### config.mk
export PLATFORM = sky130hd
export DESIGN_NAME = msx_slot_mapper
export DESIGN_NICKNAME = d
export VERILOG_FILES = /design/src/rtl/msx_slot_mapper.sv
export SDC_FILE = /design/constraint.sdc
export NUM_CORES = 1
export LEC_CHECK = 0
export ABC_AREA = 1
export BUFFER_PORTS_ARGS = -buffer_cell sky130_fd_sc_hd__buf_2
export CAP_MARGIN = 30
export CORE_MARGIN = 4
export CORE_UTILIZATION = 55
export CTS_CLUSTER_DIAMETER = 200
export CTS_CLUSTER_SIZE = 16
export DETAILED_ROUTE_END_ITERATION = 8
export PLACE_DENSITY = 0.81
export RECOVER_POWER = 25
export SETUP_SLACK_MARGIN = 0.3
export SLEW_MARGIN = 10
export SYNTH_ARGS = -nofsm -noshare
export SYNTH_HDL_FRONTEND = slang
export SYNTH_SLANG_ARGS = --single-unit
### constraint.sdc
create_clock -name clk -period 4.33 [get_ports clk]
set_input_delay 0.866 -clock clk [delete_from_list [all_inputs] [get_ports clk]]
set_output_delay 0.866 -clock clk [all_outputs]
set_load 0.01 [all_outputs]
### src/rtl/msx_slot_mapper.sv
// MSX slot and memory-mapper controller: primary slot register (A8h), subslot
// registers at FFFFh for expanded slots, and RAM mapper segment registers (FCh-FFh).
module msx_slot_mapper #(
  parameter int unsigned SEG_BITS = 3,
  parameter logic [3:0]  EXPANDED = 4'b1000,
  parameter int unsigned RAM_SLOT = 3,
  parameter int unsigned RAM_SUB  = 0
) (
  input  logic                   clk,
  input  logic                   reset_n,
  input  logic [15:0]            addr,
  input  logic [7:0]             din,
  output logic [7:0]             dout,
  output logic                   dout_oe,
  input  logic                   mreq_n,
  input  logic                   iorq_n,
  input  logic                   rd_n,
  input  logic                   wr_n,
  input  logic                   m1_n,
  input  logic                   rfrsh_n,
  output logic [3:0]             SLTSL_n,
  output logic [15:0]            SUBSL_n,
  output logic                   ram_cs_n,
  output logic [SEG_BITS+13:0]   ram_addr
);

  localparam logic [1:0] RAM_SLOT_L = 2'(RAM_SLOT);
  localparam logic [1:0] RAM_SUB_L  = 2'(RAM_SUB);

  logic [7:0]          prim_q, prim_d;
  logic [7:0]          sub_q [4];
  logic [7:0]          sub_d [4];
  logic [SEG_BITS-1:0] seg_q [4];
  logic [SEG_BITS-1:0] seg_d [4];
  logic                io_wr_prev_q, io_wr_prev_d;
  logic                mem_wr_prev_q, mem_wr_prev_d;

  logic [1:0] pg;
  logic [1:0] ps;
  logic [1:0] ss;
  logic       ps_exp;
  logic       mem;
  logic       addr_ffff;
  logic       sel;
  logic       io_cyc;
  logic       io_wr;
  logic       mem_wr;
  logic       io_wr_fire;
  logic       mem_wr_fire;
  logic [1:0] pg3_slot;
  logic       pg3_exp;
  logic       port_a8;
  logic       port_map;

  // Bus decode: page -> primary slot -> secondary slot
  always_comb begin
    pg        = addr[15:14];
    ps        = prim_q[{pg, 1'b0} +: 2];
    ps_exp    = EXPANDED[ps];
    ss        = ps_exp ? sub_q[ps][{pg, 1'b0} +: 2] : 2'b00;
    mem       = ~mreq_n & rfrsh_n;
    addr_ffff = &addr;
    // The subslot register shadows FFFFh of an expanded slot
    sel       = mem & ~(addr_ffff & ps_exp);
    pg3_slot  = prim_q[7:6];
    pg3_exp   = EXPANDED[pg3_slot];
    io_cyc    = ~iorq_n & m1_n;
    io_wr     = io_cyc & ~wr_n;
    mem_wr    = mem & ~wr_n;
    port_a8   = (addr[7:0] == 8'hA8);
    port_map  = (addr[7:2] == 6'b111111);
  end

  always_comb begin
    SLTSL_n = '1;
    SUBSL_n = '1;
    if (sel) begin
      SLTSL_n[ps] = 1'b0;
      if (ps_exp) begin
        SUBSL_n[{ps, ss}] = 1'b0;
      end
    end
    ram_cs_n = ~(sel & (ps == RAM_SLOT_L) & (~ps_exp | (ss == RAM_SUB_L)));
    ram_addr = {seg_q[pg], addr[13:0]};
  end

  always_comb begin
    dout    = '1;
    dout_oe = 1'b0;
    if (io_cyc & ~rd_n & port_a8) begin
      dout    = prim_q;
      dout_oe = 1'b1;
    end else if (io_cyc & ~rd_n & port_map) begin
      dout[SEG_BITS-1:0] = seg_q[addr[1:0]];
      dout_oe = 1'b1;
    end else if (mem & ~rd_n & addr_ffff & pg3_exp) begin
      dout    = ~sub_q[pg3_slot];
      dout_oe = 1'b1;
    end
  end

  // Rising-edge write detection; an I/O write masks a simultaneous memory write
  always_comb begin
    io_wr_fire    = io_wr & ~io_wr_prev_q;
    mem_wr_fire   = mem_wr & ~mem_wr_prev_q & ~io_wr;
    io_wr_prev_d  = io_wr;
    mem_wr_prev_d = mem_wr;
    prim_d        = prim_q;
    sub_d         = sub_q;
    seg_d         = seg_q;
    if (io_wr_fire) begin
      if (port_a8) begin
        prim_d = din;
      end else if (port_map) begin
        seg_d[addr[1:0]] = din[SEG_BITS-1:0];
      end
    end else if (mem_wr_fire & addr_ffff & pg3_exp) begin
      sub_d[pg3_slot] = din;
    end
  end

  always_ff @(posedge clk or negedge reset_n) begin
    if (!reset_n) begin
      prim_q        <= '0;
      io_wr_prev_q  <= 1'b1;
      mem_wr_prev_q <= 1'b1;
      for (int unsigned i = 0; i < 4; i++) begin
        sub_q[i] <= '0;
        seg_q[i] <= SEG_BITS'(3 - i);
      end
    end else begin
      prim_q        <= prim_d;
      sub_q         <= sub_d;
      seg_q         <= seg_d;
      io_wr_prev_q  <= io_wr_prev_d;
      mem_wr_prev_q <= mem_wr_prev_d;
    end
  end

endmodule

Word-level counts from Yosys, hierarchy flattened
Cells that the tools add are included.
{ "word_totals": {"ff_bits": 54, "out_inout_bits": 47, "wordCells": 112} }
{ "classes": {"order_cmp": 11, "eq_ne": 3, "shifts": 2, "mux": 37, "bitwise_logic": 39, "n_reduce_logical": 9} }
{ "op_table": {"columns": ["operator", "count"], "rows": [
  ["two-way mux 8 bit", 7],
  ["binary-select mux 8 bit (select 2 bit)", 2],
  ["bitwise mux 32 bit", 1],
  ["two-way mux 16 bit", 2],
  ["bitwise AND 1 bit", 19],
  ["two-way mux 3 bit", 6],
  ["demux 8 bit (select 2 bit)", 1],
  ["NOT 16 bit", 1],
  ["AND reduction 16 bit", 1],
  ["variable part select 8 x 4 -> 2 bit", 2],
  ["binary-select mux 3 bit (select 2 bit)", 2],
  ["bitwise mux 12 bit", 1],
  [">= comparator 3 bit (second input constant)", 4],
  ["NOT 1 bit", 12],
  ["NOT 2 -> 3 bit", 4],
  ["equality test 8 bit (second input constant)", 1],
  ["NOT 8 bit", 1],
  ["two-way mux 1 bit", 7],
  ["demux 3 bit (select 2 bit)", 1],
  ["equality test 6 bit (second input constant)", 1],
  ["< comparator 2 x 3 -> 1 bit (second input constant)", 2],
  ["< comparator 3 x 1 -> 1 bit (second input constant)", 2],
  ["< comparator 4 x 5 -> 1 bit (second input constant)", 1],
  ["two-way mux 5 bit", 1],
  ["14 further kinds", 19]
]} }

Longest topological paths before layout
Gate-level depths: netlist (run 1).
{ "depth": {"word_depth": 14, "ltp_mapped": 14, "mapped_depth_nobuf": 14} }

Least setup slack after synthesis (run 1)
OpenSTA, ideal clock, no wires.
{ "synth_timing": {"kind": "input-to-output", "startpoint": "input addr[14]", "endpoint": "output SUBSL_n[12]", "t_arrival_ns": 1.987, "t_required_ns": 3.464, "slack_ns": 1.477, "path_stages": 12, "path_buffers": 2, "path_cell_list": "buf_6 -> nand2_2 -> nand3_2 -> nand2_4 -> buf_6 -> nand3b_1 -> nand2_1 -> nor2_1 -> nor2_1 -> nand2_2 -> nand3_2 -> nand3_1"} }
{ "synth_via": {"elab_chain_len": 14, "word_cells_on_any_way": 21, "cone_classes": "order compare: 2; shift: 2; mux: 10; bitwise: 5; reduce/logical: 2"} }
{ "synth_rtl": {"columns": ["item", "line_no", "rtl"], "rows": [
  ["start: declaration", "11", "input logic [15:0] addr,"],
  ["variable part select 8 x 4 -> 2 bit", "58", "ps = prim_q[{pg, 1'b0} +: 2];"],
  ["NOT 2 -> 3 bit (not written as such)", "60", "ss = ps_exp ? sub_q[ps][{pg, 1'b0} +: 2] : 2'b00;"],
  ["binary-select mux 8 bit (select 2 bit)", "60", null],
  ["two-way mux 8 bit (not written as such) (2 in a row)", "60", null],
  ["variable part select 8 x 4 -> 2 bit", "60", null],
  ["two-way mux 2 bit", "60", null],
  ["< comparator 4 x 5 -> 1 bit (not written as such) / >= comparator 4 x 1 -> 1 bit (equally long branches)", "80", "SUBSL_n[{ps, ss}] = 1'b0;"],
  ["logical AND 1 bit (not written as such)", "80", null],
  ["two-way mux 1 bit (not written as such)", "80", null],
  ["demux 1 bit (select 4 bit)", "80", null],
  ["NOT 16 bit (no line)", null, null],
  ["two-way mux 16 bit", "79", "if (ps_exp) begin"],
  ["two-way mux 16 bit *", "77", "if (sel) begin"],
  ["end: declaration", "22", "output logic [15:0] SUBSL_n,"]
]} }
Mark *: on every way between the ends. The rest lies on a longest branch, timed or not. The select of a mux whose other input is x is not followed.

Worst setup path after layout (run 1)
Ends and elaborated chain as after synthesis.

==> metrics.md, run 1 <==
| Metric | Value |
|---|---|
| Run status | `finished, violations left` |
| Hold Crit Class | `reg2reg` |
| Minimum clock period | `3690 ps` |
| Depth of the worst register-to-register path | `5` |
| Initial antenna violation count | `0` |
| Core Region | `just under 6000 sq um` |
| Violated checks | `max-capacitance violations, max-slew violations` |
| Cell depth of the worst min-delay path | `0` |
| Synthesis Warnings | `0` |
| Antenna Violating Nets Remaining | `0` |
| Slew @ Worst Pin | `1580 ps` |
| Initial standard-cell utilization of the core | `between 50% and 60%` |
| Final Max Tran Viols | `31` |
| Startpoint Class | `primary input` |
| Top post-synthesis cells by count | `nand2_1, inv_1, dfrtp_1` |
| Vias/cell | `5.45` |
| Setup Skew | `roughly 5.5 ps` |
| #FFs+latches synth | `54` |
| Most area-consuming cells after synthesis | `dfrtp_1, nand2_1, inv_1, buf_4, o21ai_0` |
| Worst max-slew margin expressed relative to the limit | `-5.36%` |
| Static Leakage | `roughly 1.8 nW` |
| DIE HEIGHT | `86.4 um` |
| Fillers | `approximately 570` |
| Number of instances resized during post-cts repair | `0` |
| Critical Path AT | `2820 ps` |
| Max-Cap Viols | `1` |
| Final-layout worst hold slack | `382 ps` |
| Number of clock buffers inserted by TritonCTS | `5` |
| # DRC | `0` |
| Detail-routed net length per standard cell | `14.7 um` |
| Cell at the root of the clock tree | `clkbuf_8` |
| Post-CTS Hold Fix Bufs | `0` |
| DR pass1 iterations | `5` |
| Number of sinks handled by clock tree synthesis | `54` |
| Summed area of non-filler cells in the final layout | `3600 sq um` |
| Setup-violating endpoint count in the final report | `0` |
| Number of core rows | `28` |
| Number of cells after detailed placement | `572` |
| Global-route total usage across every layer | `a little under a quarter` |
| Primary flip-flop cell chosen by synthesis mapping | `dfrtp_1` |
| Post-synthesis sequential area ratio | `approximately 40%` |
| Antenna diode count | `0` |
| First-pass GRT wire length | `13500 um` |
| Worst path setup slack after routing | `approximately 640 ps` |
| Average cell area after synthesis | `7.08 sq um` |
| Longest Clk Path Bufs | `2` |
| Area grow syn2layout | `6.36%` |
| Overall via count from detail_route | `roughly 3200` |
| Hold worst-path end | `sub_q[16]` |
| Top-count cell post-synth | `nand2_1` |
| Pin count of the biggest net entering global routing | `31` |
| PwrDens | `about 260 nW/um^2` |
| I/O Pins | `79` |
| Fraction of layout instances using a drive strength above 1 | `between 10% and 20%` |
| Post-CTS repair timing setup buffer count | `0` |
| Layout Nets | `536` |
| Share of the synthesized area in the top cell type | `35.5%` |
| Clock transition at path regs | `90 ps` |
| Cell type with the highest aggregate area in the netlist | `dfrtp_1` |
| FF-to-FF setup slack | `2580 ps` |
| Maximum fanout along the worst path | `21` |
| Routability cong. | `slightly above 0.9` |
| Post-detail-place hpwl | `~6500 um` |
| Type of element capturing the critical path | `output port` |
| DRT Wirelength | `about 8500 um` |
| Utilization after layout | `60.4%` |
| Tcrit/Tclk final | `between 80% and 90%` |
| Number of hold violations in the final report | `0` |
| Class of the most critical setup path | `in2out` |
| Required time at the worst-slack endpoint | `3460 ps` |
| H-tree levels | `2` |
| Clock insertion delay at the later pin of the skew report | `between 300 and 400 ps` |
| Unrepaired setup endpoints after global routing | `no` |
| Total standard cell area after synthesis | `3380 sq um` |
| Count of input and output buffers | `between 60 and 70` |
| R2R Path Start | `prim_q[7]` |
| Clock tree from TritonCTS | `done` |
| Area of placed instances | `about 3500 sq um` |
| Maximum frequency from static timing analysis | `0.271 GHz` |
| Async SR Flop Fraction | `100%` |
| Post-place setup slack | `around 700 ps` |
| Post-route non-filler standard cell count | `580` |
| Overflow left after global routing | `0` |
| Worst-case vdd ir drop | `~0.17 mV` |
| Die Width | `between 80 and 90 um` |
| Number of unique standard cell types used by synthesis | `27` |
| Reg-to-reg endpoint | `sub_q[2]` |
| Number of global-route vias before repair | `around 2800` |
| EDFF count, synth | `0` |
| Total power | `between 0.9 and 1 mW` |
| Launch point of the worst hold path | `sub_q[16]` |
| 1st-iter DRT viols | `381` |
| Count of mapped cells out of synthesis | `478` |
| Accumulated negative setup slack | `0 ps` |
| Floorplan die area | `around 7500 sq um` |
==> registers in the layout (all words and copies together) (netlist names) <==
register       flops
io_wr_prev_q       1
mem_wr_prev_q      1
prim_q             8
seg_q             12
sub_q             32
==> how the worst max path moves through the flow <==
stage | startpoint | to
after detailed placement | addr[14] | SUBSL_n[12]
final | addr[14] | SUBSL_n[12]
after CTS | addr[14] | SUBSL_n[12]
after floorplan | addr[14] | SUBSL_n[12]
after global placement | addr[14] | dout[4]
after global routing | addr[14] | SUBSL_n[12]
==> worst max-delay path: stages <==
cell,delay [ps]
buf_2,340
inv_2,220
nand2_2,120
nand3_2,150
nand2_4,240
nand2_1,100
inv_1,120
nand2_1,60
nand2_1,70
inv_1,40
nand2_1,50
nand3_1,60
nand3_1,130
nand3_1,90
buf_2,150
==> placed cells by master, fill, tap and decap left out, drive strengths merged <==
cell,Yosys,final
inv,63,64
nor2,36,36
dfrtp,48,48
o21ai,43,43
buf,33,66
a221oi,3,3
o22ai,16,16
dfstp,6,6
clkbuf,26,8
nand3,36,36
nor3,7,7
conb,1,12
nand4,6,6
a21oi,5,5
nand3b,5,5
nand2,139,139
nor4,5,5
==> where the power goes <==
part	switching [mW]	total (mW)	internal, mW
Clock	0.162	0.295	0.132
Sequential	0.00294	0.511	0.508
Combinational	0.0856	0.126	0.0399
Total	0.251	0.931	0.681
==> layer usage <==
metal	GRT usage, %	vias to the layer above	share of wire [%]
met5	0	-	0
met4	6.80	0	1.6
met3	3.99	18	10
met2	35.9	180	45
met1	32.7	1437	44
li1	-	1524	-
==> cells by family after synthesis <==
logic type,after synthesis,synth area share [%]
AOI/OAI and AO/OA,67,10.8
buffers and inverters,122,17.4
DFF,54,40.2
other,1,0.111
and+or+nand+nor,234,31.5
==> cell type report <==
cell class | count | area [sq um] | area share, %
Clock inverter | 1 | 8.76 | 0.243
Clock buffer | 7 | 86.3 | 2.40
Tap cell | 75 | 93.8 | 2.61
Timing Repair Buffer | 67 | 337 | 9.36
Multi-Input combinational cell | 313 | 1480 | 41.0
Sequential cell | 54 | 1360 | 37.8
Inverter | 63 | 236 | 6.57
Power figures use the tool's default switching activity.
==> run 2: changes to the inputs <==
--- a/config.mk
+++ b/config.mk
@@ -13,7 +13,7 @@
 export CTS_CLUSTER_DIAMETER = 200
 export CTS_CLUSTER_SIZE = 16
 export DETAILED_ROUTE_END_ITERATION = 8
-export PLACE_DENSITY = 0.81
+export PLACE_DENSITY_LB_ADDON = 0.12
 export RECOVER_POWER = 25
 export SETUP_SLACK_MARGIN = 0.3
 export SLEW_MARGIN = 10
==> run 2 against run 1 <==
Against the previous run: the run still ends with max-capacitance violations, max-slew violations left; combinational power about the same; hold slack improved by 3.4 ps; first-iteration DRC count decreased by 19%; clock-buffer cell count decreased by 2; final area increased by 0.52%; register-to-register slack got worse by 40 ps; wire length increased by 0.92%; maximum frequency increased by 1.5%; final cell count unchanged; critical endpoint is now SUBSL_n[14].
==> metrics.md, run 2 (synthesized netlist as in run 1, its figures left out) <==
| Metric | Value |
|---|---|
| Worst path max stage delay | `330 ps (about the same)` |
| Fraction of layout instances using a drive strength above 1 | `19.8% (+0.20 points)` |
| CP most frequent cell | `nand2_1` |
| Utilization after layout | `60.7% (+0.32 points)` |
| Number of core rows | `28 (unchanged)` |
| Static Leakage | `1.85 nW (+0.49%)` |
| Layout Nets | `536 (unchanged)` |
| Minimum clock period | `3630 ps (-53.7 ps)` |
| Number of hold violations in the final report | `0 (unchanged)` |
| Slowest cell on crit path | `buf_2` |
| Worst-case vdd ir drop | `0.163 mV (-4.7%)` |
| Count of input and output buffers | `66 (unchanged)` |
| DIE HEIGHT | `86.4 um (unchanged)` |
| Setup Skew | `2.33 ps (-3.14 ps)` |
| Longest Clk Path Bufs | `2 (unchanged)` |
| Fillers | `587 (+2.8%)` |
| Cell at the root of the clock tree | `clkbuf_8` |
| First-pass GRT wire length | `13800 um (+1.9%)` |
| Vias/cell | `5.32 (-2.3%)` |
| Post-detail-place hpwl | `6660 um (+2.4%)` |
| Global-route total usage across every layer | `23.5% (+0.59 points)` |
| Setup-violating endpoint count in the final report | `0 (unchanged)` |
| Number of instances resized during post-cts repair | `0 (unchanged)` |
| # DRC | `0 (unchanged)` |
| Routability cong. | `0.925 (+1.9%)` |
| Startpoint Class | `primary input` |
| Critical-path cell list | `buf_2 > inv_2 > nand2_2 > nand3_2 > nand2_4 > nand2_1 > inv_1 > nand2_1 > nand2_1 > inv_1 > nand2_1 > nand3_1 > nand3_1 > nand3_1 > buf_2` |
| Type of element capturing the critical path | `output port` |
| Number of global-route vias before repair | `2844 (+0.39%)` |
| Run status | `finished, violations left` |
| Largest Register | `sub_q` |
| Post-CTS Hold Fix Bufs | `0 (unchanged)` |
| Largest register FFs | `32 (unchanged)` |
| PwrDens | `273 nW/um^2 (+5.5%)` |
| Violated checks | `max-capacitance violations, max-slew violations` |
| Maximum frequency from static timing analysis | `0.275 GHz (+1.5%)` |
| Required time at the worst-slack endpoint | `3460 ps (about the same)` |
| 1st-iter DRT viols | `310 (-19%)` |
| Tcrit/Tclk final | `83.9% (-1.2 points)` |
| Clock transition at path regs | `100 ps (about the same)` |
| Number of clock buffers inserted by TritonCTS | `5 (unchanged)` |
| Worst path buffer plus inverter count | `5 (unchanged)` |
| Final Max Tran Viols | `55 (+77%)` |
| Post-CTS repair timing setup buffer count | `0 (unchanged)` |
| Most common cell after layout, fill and taps aside | `nand2_1` |
| Overall via count from detail_route | `3086 (-2.3%)` |
| Initial antenna violation count | `0 (unchanged)` |
| CP delay by family, top | `simple AND/OR/NAND/NOR gates` |
| Floorplan die area | `7470 sq um (unchanged)` |
| Clock insertion delay at the later pin of the skew report | `310 ps (about the same)` |
| Core Region | `5960 sq um (unchanged)` |
| Number of sinks handled by clock tree synthesis | `54 (unchanged)` |
| Antenna diode count | `0 (unchanged)` |
| Initial standard-cell utilization of the core | `56.8% (unchanged)` |
| Maximum fanout along the worst path | `21 (unchanged)` |
| DR pass1 iterations | `5 (unchanged)` |
| Max-Cap Viols | `1 (unchanged)` |
| Most used cells in the layout excluding fill and tap cells | `nand2_1, buf_2, inv_1` |
| Accumulated negative setup slack | `0 ps (unchanged)` |
| Detail-routed net length per standard cell | `14.8 um (+0.92%)` |
| Largest registers ranked by flip-flop count | `sub_q x32, seg_q x12, prim_q x8` |
| Hold Crit Class | `reg2reg` |
| Pin count of the biggest net entering global routing | `55 (+77%)` |
| Unrepaired setup endpoints after global routing | `no` |
| H-tree levels | `2 (unchanged)` |
| Slew @ Worst Pin | `2760 ps (+1180 ps)` |
| DRT Wirelength | `8580 um (+0.92%)` |
| Clock tree from TritonCTS | `done` |
| Critical Path AT | `2770 ps (-50 ps)` |
| I/O Pins | `79 (unchanged)` |
| Final-layout worst hold slack | `385 ps (+3.37 ps)` |
| Worst max-slew margin expressed relative to the limit | `-83.8% (-78 points)` |
| Die Width | `86.4 um (unchanged)` |
| Area grow syn2layout | `6.92%` |
| Antenna Violating Nets Remaining | `0 (unchanged)` |
| Overflow left after global routing | `0 (unchanged)` |
| Class of the most critical setup path | `in2out` |
## run 2: per-layer routing
metal  track usage, %  vias to the layer above  wire (um)
li1                 -                     1522          -
met1             34.1                     1393       3770
met2             36.8                      163       3800
met3             4.09                        8        914
met4             5.67                        0         97
met5                0                        -          0
## run 2: final timing paths
kind                               endpoint      start  cells past startpoint  slack (ps)
worst max-delay path            SUBSL_n[14]   addr[14]                     15         700
worst min-delay path              sub_q[17]  sub_q[17]                      0         390
worst max register to register     sub_q[6]  prim_q[7]                      4        2540
worst min register to register    sub_q[17]  sub_q[17]                      0         390
max in group asynchronous         sub_q[11]    reset_n                      2        1260
min in group asynchronous          seg_q[6]    reset_n                      2        1520
## run 2: report_power, final
part	switching (mW)	total, mW	internal, mW
Sequential	0.00301	0.511	0.508
Combinational	0.0847	0.124	0.0396
Clock	0.176	0.352	0.176
## run 2: metrics by stage
stage | total power, mW | std cells | setup slack, ps | area (sq um)
finish | 0.987 | 580 | 698 | 3620
global route | 1.03 | 580 | 500 | 3620
CTS | 0.994 | 580 | 710 | 3620
detailed placement | 0.646 | 572 | 715 | 3500
global placement | 0.644 | 572 | 787 | 3500
floorplan | 0.615 | 489 | 1480 | 3420
## run 2: area by class of cell
class                   instances  area [sq um]  area share [%]
multi-input cells             313          1480            40.8
flip-flops and latches         54          1360            37.6
repair buffers                 67           334            9.24
inverters                      63           236            6.54
well taps                      75          93.8            2.60
clock buffers                   5          68.8            1.90
clock inverters                 3          47.5            1.31
## run 2: worst reg2reg max path, cell delays in order (launching register included)
cell	delay, ps
dfrtp_1	490
nand2_1	310
nor3_1	300
nand3_2	310
o21ai_0	290
